## src/rtl/snake_pkg.sv

```systemverilog
// snake_pkg: shared types, grid defaults and direction helper for the snake game
// Exports game_mode, direction_t, state_t, GRID_W_DEF, GRID_H_DEF, opposite().
package snake_pkg;
  typedef enum logic [1:0] {MENU, GAME, OVER} game_mode;
  typedef enum logic [1:0] {UP, DOWN, LEFT, RIGHT} direction_t;
  typedef enum logic [1:0] {IDLE, RUN, PAUSE} state_t;
  localparam int GRID_W_DEF = 32;
  localparam int GRID_H_DEF = 24;
  function automatic direction_t opposite(input direction_t d);
    return d == UP ? DOWN : d == DOWN ? UP : d == LEFT ? RIGHT : LEFT;
  endfunction
endpackage

```

## src/rtl/tick_edge_det.sv

```systemverilog
// tick_edge_det: one-cycle tick on every toggle of a same-domain square wave
// Ports: clk, rst (async active-low), din (divider wave), tick (din changed since last edge).
module tick_edge_det (
  input  logic clk,
  input  logic rst,
  input  logic din,
  output logic tick
);
  logic din_q;
  always_ff @(posedge clk or negedge rst)
    if (!rst) din_q <= 1'b0;
    else din_q <= din;
  assign tick = din ^ din_q;
endmodule

```

## src/rtl/snake_step_ctrl.sv

```systemverilog
// snake_step_ctrl: snake head stepping FSM with direction filtering and grid wrap
// Ports: clk, rst (async active-low), mode, clk_divided (game tick wave), hold (pause),
//        dir_req/dir_req_valid (steering), head_x/head_y (head cell), dir (committed), step (move pulse).
module snake_step_ctrl
  import snake_pkg::*;
#(
  parameter int GRID_W  = GRID_W_DEF,
  parameter int GRID_H  = GRID_H_DEF,
  parameter int START_X = 16,
  parameter int START_Y = 12
) (
  input  logic       clk,
  input  logic       rst,
  input  game_mode   mode,
  input  logic       clk_divided,
  input  logic       hold,
  input  direction_t dir_req,
  input  logic       dir_req_valid,
  output logic [5:0] head_x,
  output logic [5:0] head_y,
  output direction_t dir,
  output logic       step
);
  localparam logic [5:0] X_MAX = 6'(GRID_W - 1);
  localparam logic [5:0] Y_MAX = 6'(GRID_H - 1);
  localparam logic [5:0] X0 = 6'(START_X);
  localparam logic [5:0] Y0 = 6'(START_Y);
  state_t state;
  direction_t pending;
  logic tick, accept;
  logic [5:0] nx, ny;
  tick_edge_det u_tick (.clk(clk), .rst(rst), .din(clk_divided), .tick(tick));
  always_comb begin
    nx = pending == RIGHT ? (head_x == X_MAX ? 6'd0 : head_x + 6'd1)
       : pending == LEFT  ? (head_x == 6'd0 ? X_MAX : head_x - 6'd1) : head_x;
    ny = pending == DOWN  ? (head_y == Y_MAX ? 6'd0 : head_y + 6'd1)
       : pending == UP    ? (head_y == 6'd0 ? Y_MAX : head_y - 6'd1) : head_y;
  end
  // reversal is judged against the committed direction, not the pending one
  assign accept = dir_req_valid && dir_req != opposite(dir);
  always_ff @(posedge clk or negedge rst)
    if (!rst) begin
      state   <= IDLE;
      head_x  <= X0;
      head_y  <= Y0;
      dir     <= RIGHT;
      pending <= RIGHT;
      step    <= 1'b0;
    end else begin
      step <= 1'b0;
      if (mode != GAME) state <= IDLE;
      else if (state == IDLE) begin
        state   <= RUN;
        head_x  <= X0;
        head_y  <= Y0;
        dir     <= RIGHT;
        pending <= RIGHT;
      end else begin
        // a same-edge tick consumes the old pending; the new request waits for the next tick
        if (accept) pending <= dir_req;
        state <= hold ? PAUSE : RUN;
        if (state == RUN && !hold && tick) begin
          dir    <= pending;
          head_x <= nx;
          head_y <= ny;
          step   <= 1'b1;
        end
      end
    end
endmodule

```

## config.mk

```make
export PLATFORM = sky130hd
export DESIGN_NAME = snake_step_ctrl
export DESIGN_NICKNAME = d
export VERILOG_FILES = /design/src/rtl/snake_pkg.sv /design/src/rtl/tick_edge_det.sv /design/src/rtl/snake_step_ctrl.sv
export SDC_FILE = /design/constraint.sdc
export NUM_CORES = 1
export LEC_CHECK = 0
export BUFFER_PORTS_ARGS = -buffer_cell sky130_fd_sc_hd__buf_2
export CORE_UTILIZATION = 55
export CTS_CLUSTER_DIAMETER = 100
export CTS_CLUSTER_SIZE = 25
export DETAILED_ROUTE_END_ITERATION = 7
export PLACE_DENSITY_LB_ADDON = 0.15
export RECOVER_POWER = 50
export REMOVE_ABC_BUFFERS = 1
export SKIP_LAST_GASP = 1
export SYNTH_ARGS = -nofsm -noshare
export SYNTH_HDL_FRONTEND = slang
export SYNTH_SLANG_ARGS = --single-unit
```

## constraint.sdc

```tcl
create_clock -name clk -period 1.9 [get_ports clk]
set_input_delay 0.095 -clock clk [delete_from_list [all_inputs] [get_ports clk]]
set_output_delay 0.095 -clock clk [all_outputs]
set_load 0.02 [all_outputs]
```

=== Word level (Yosys, flattened, before mapping) ===
Index checks and enable logic that the tools add are counted.

* Add/subtract/negate cells: 4
* Equal/unequal tests: 10
* Multiplexer cells: 25
* Bitwise operators: 2
* Reductions and logical operators: 17

{| class="wikitable"
|+ Operators with widths
! operator !! number
|-
| $mux 6 || 12
|-
| $mux 2 || 9
|-
| $add 6x1->6 const B || 2
|-
| $eq 6x5->1 const B || 2
|-
| $logic_not 6->1 || 2
|-
| $sub 6x1->6 const B || 2
|-
| $eq 2x1->1 const B || 3
|-
| $eq 2x2->1 const B || 3
|-
| $logic_not 2->1 || 3
|-
| $reduce_and 3->1 || 2
|-
| $reduce_bool 3->1 || 2
|-
| $mux 1 || 4
|-
| $reduce_and 2->1 || 2
|-
| $reduce_bool 2->1 || 2
|-
| $logic_and 1x1->1 || 3
|-
| $ne 2x1->1 const B || 1
|-
| $ne 2x2->1 || 1
|-
| $logic_not 1->1 || 1
|-
| $not 1->1 || 1
|-
| $xor 1x1->1 || 1
|}

* Register bits after elaboration: 20
* Output and inout bits: 15

=== Depth between registers and ports, before layout ===
* Depth after elaboration: 8
* Depth in mapped cells: 7
* Mapped depth without buffers: 6

=== By module ===
A second synthesis with hierarchy kept.

* Cell total of the unflattened synthesis: 161
* Area, all modules: 1,473.9 sq um

{| class="wikitable"
|+ By module, submodules not included
! module !! times used !! cells an instance !! area an instance (sq um) !! seq. area each (sq um)
|-
| snake_step_ctrl || 1 || 159 || 1,440.1 || 484.2
|-
| tick_edge_det || 1 || 2 || 33.8 || 25.0
|}

=== Worst setup path before layout ===
OpenSTA, ideal clock, no wires.

* Path type: reg-to-reg
* From: register head_x[2]
* To: register head_x[3]
* Library setup time: 65 ps
* Arrival: 1,614 ps
* Slack: 221 ps
* Cell stages (with the launch flop): 6
* Period minus slack after synthesis: 1,679 ps
* Cell sequence: dfrtp_1 buf_2 or3_1 o221a_1 a211oi_1 o22a_1

* Longest elaborated chain between the ends: 6

{| class="wikitable"
|+ RTL lines
! item !! line !! RTL
|-
| start, declared || snake_step_ctrl.sv:19 || <nowiki>output logic [5:0] head_x,</nowiki>
|-
| start signal, assigned || snake_step_ctrl.sv:64 || <nowiki>head_x <= nx;</nowiki>
|-
| $sub 6x1->6 or $logic_not 6->1 (tied branches) || snake_step_ctrl.sv:35 || <nowiki>: pending == LEFT ? (head_x == 6'd0 ? X_MAX : head_x - 6'd1) : head_x;</nowiki>
|-
| $mux 6 (2 in a row) || snake_step_ctrl.sv:35 ||
|-
| $mux 6 (*) || snake_step_ctrl.sv:34 || <nowiki>nx = pending == RIGHT ? (head_x == X_MAX ? 6'd0 : head_x + 6'd1)</nowiki>
|-
| $mux 6 (*) || snake_step_ctrl.sv:62 || <nowiki>if (state == RUN && !hold && tick) begin</nowiki>
|-
| $mux 6 (*) || snake_step_ctrl.sv:52 || <nowiki>else if (state == IDLE) begin</nowiki>
|}

Mark *: on every way between the ends. The rest lies on a longest branch, timed or not. The select of a mux whose other input is x is not followed.
A chain may end at the register's enable or synchronous reset.

=== Worst setup path in the final report ===
* From: register state[1]
* To: register head_x[5]

* Longest elaborated chain between the ends: 5

{| class="wikitable"
|+ RTL lines
! item !! line !! RTL
|-
| start, declared || snake_step_ctrl.sv:28 || <nowiki>state_t state;</nowiki>
|-
| start signal, assigned || snake_step_ctrl.sv:61 || <nowiki>state <= hold ? PAUSE : RUN;</nowiki>
|-
| $eq 2x1->1 || snake_step_ctrl.sv:62 ||
|-
| $logic_and 1x1->1 (2 in a row) || snake_step_ctrl.sv:62 ||
|-
| $reduce_bool 2->1 (no source line) || - ||
|-
| $reduce_and 3->1 (no source line) || - ||
|}

Several ways; a longest one is shown, not always the timed one.

==> metrics.txt <==
run status finished, final reports clean; Seq. cell area slightly above 500 um2; CP required around 2.1 ns; setup ws final 0.184 ns; die area 0.00289 mm2; layout cell share with drive strength beyond 1 between 20% and 30%; final setup skew 0.00101 ns; Leak Pwr 0.000706 uW; CP max-delay cell dfrtp_1; DP HPWL approximately 2400 um; DIE HEIGHT 53.8 um; Yosys cell types a little over 50; routed vias between 1000 and 1500; Wirelength per Cell between 15 and 20 um; Pre-antenna DRT Iters 4; Longest Clk Path Bufs 2; TritonCTS Buffers 3; Placer Congestion 0.874; crit path kind reg2reg; initial antenna violation count 0; Final setup violation count 0; Tightest Pin Transition ~1.1 ns; Vias per Instance 6.45; WP data arrival 1.95 ns; post-synthesis sequential area ratio 34.6%; Area Overhead vs Synth 13.7%; PwrDens 651 mW/mm2; Fmax 0.583 GHz; Final TNS setup 0 ns; Routed Antenna Nets 0; die width 53.8 um; unrepaired setup endpoints after global routing false; Max-Slew Margin vs Limit between 20% and 30%; CP Cell Sequence nor4b_4 > a31oi_2 > or3_1 > o22ai_1; largest net degree at the start of global routing 21; clk slew on worst S/H paths 0.12 ns; Final period util 90.3%; Ports 24; pre-CTS setup slack 0.224 ns; Root Driver clkbuf_4; total track usage 26.7%; CP Launch Type register; Max VDD drop 0.000460 V; CP max stage delay between 0.4 and 0.5 ns; Synth Register Bits 20; CTS tree yes; cells after synthesis between 150 and 200; crit end category register; Worst Hold Slack between 0.006 and 0.007 ns; Slew Viols, Final 0; Congestion Overflow GR 0; multi-input logic area 878 um2; mapped cell area around 0.0015 mm2; Core Area between 0.002 and 0.0025 mm2; # nets final ~200; global-route wire length before repair 5560 um; synthesized area per cell 9.15 um2; WL final 3410 um; Antenna diodes 0; clk_lat worst skew around 0.30 ns; CP max FO 10; # port buffers 23; Initial Util 59.0%; most frequent cells in the layout 16 x buf_2, 13 x dfrtp_1, 12 x nand2_1; Final Hold Violating Endpoints 0; synth warn 0; vias in the first global route 1238; CTS sink count 20; num rows 18; most common cell after layout, fill and taps aside buf_2; Hold WC Path Type in2reg; DR iter-0 viols 46; Max-Cap Viols 0; Fillers 210; Remaining DRCs 0; Tmin final 1.72 ns; number of H-tree levels 1
[final cells by class]
| class | count | area share [%] |
|---|---|---|
| multi-input cells | 121 | 52.4 |
| flip-flops and latches | 20 | 30.4 |
| repair buffers | 33 | 11.1 |
| inverters | 10 | 2.24 |
| well taps | 30 | 2.24 |
| clock buffers | 4 | 1.57 |
[registers in the layout (all words and copies together), names as in the netlist]
signal / cells
dir: 2
head_y: 6
pending: 2
state: 2
head_x: 6
step: 1
u_tick.din_q: 1
[per-stage QoR]
| step | instances | power [uW] | cell area [um2] | utilization [%] |
|---|---|---|---|---|
| global route | 218 | 1150 | 1680 | 67.0 |
| CTS | 218 | 1090 | 1680 | 67.4 |
| global placement | 212 | 860 | 1640 | 65.5 |
| finish | 218 | 1090 | 1680 | 67.0 |
| detailed placement | 212 | 868 | 1640 | 65.5 |
| floorplan | 151 | 741 | 1430 | - |
[per-layer routing]
| metal | part of all wire (%) | GRT usage, % | vias to the layer above |
|---|---|---|---|
| met5 | 0 | 0 | - |
| met4 | 1.3 | 11.8 | 0 |
| met3 | 4.8 | 3.11 | 6 |
| met2 | 46 | 40.7 | 58 |
| met1 | 48 | 37.6 | 683 |
| li1 | - | - | 659 |
[critical path, delay by kind of cell (launching register included)]
| family | cells | cell delay (ns) |
|---|---|---|
| AOI/OAI and AO/OA | 2 | 0.40 |
| DFF | 1 | 0.45 |
| and+or+nand+nor | 2 | 0.80 |
[path summary, 6_finish.rpt]
check	slack (ns)	cells after the start	to	start
max	0.18	4	head_x[5]	state[1]
min	0.006	2	state[0]	hold
max reg2reg	0.18	4	head_x[5]	state[1]
min reg2reg	0.52	2	dir[1]	dir[1]
max in group asynchronous	0.72	2	step	rst
min in group asynchronous	0.52	2	head_x[3]	rst
[what timing repair did]
| item | in CTS | in global routing |
|---|---|---|
| setup endpoints to repair | 0 | 0 |
| hold endpoints to repair | 14 | 0 |
| setup buffers | 0 | 0 |
| hold buffers | 2 | 0 |
| resized for setup | 0 | 0 |
[cell usage after synthesis, drive strengths merged]
master	number	area [um2]
a21oi	8	40.0
nor2b	2	12.5
o221a	1	11.3
a2bb2oi	1	8.76
a221o	1	10.0
a32oi	1	8.76
dfstp	7	184
a31o	2	17.5
buf	4	26.3
a31oi	7	50.1
nor2	6	22.5
o22a	1	8.76
nand4b	2	32.5
nor3	2	15.0
a41oi	1	8.76
xnor2	3	26.3
nor4b	4	50.1
or2	3	21.3
nand2	12	45.0
a211oi	5	37.5
nor3b	2	15.0
o21ai	9	45.0
ha	6	75.1
o31ai	3	22.5
nor4	4	25.0
a221oi	3	26.3
nand3	5	25.0
o31a	2	18.8
a21o	1	8.76
and3	1	7.51
nand4	1	6.26
and2	2	15.0
nand2b	4	25.0
o21ba	3	30.0
o22ai	2	12.5
inv	10	37.5
xor2	3	26.3
clkbuf	6	22.5
dfrtp	13	325
mux2i	4	40.0
o2bb2ai	1	8.76
or3	3	18.8
[logic make-up after synthesis]
logic type	synth area share [%]
AO/OA/AOI/OAI	25.4
XOR/XNOR	3.57
adder cells (fa/ha/maj)	5.09
buffers and inverters	5.86
flip-flops	34.6
multiplexers	2.72
AND/OR/NAND/NOR	22.8
[power breakdown]
part | internal, uW | switching, uW
clock network | 81.9 | 141
registers | 476 | 48.5
logic | 143 | 200
total | 701 | 389
No activity file was read; power rests on OpenSTA's default activity.
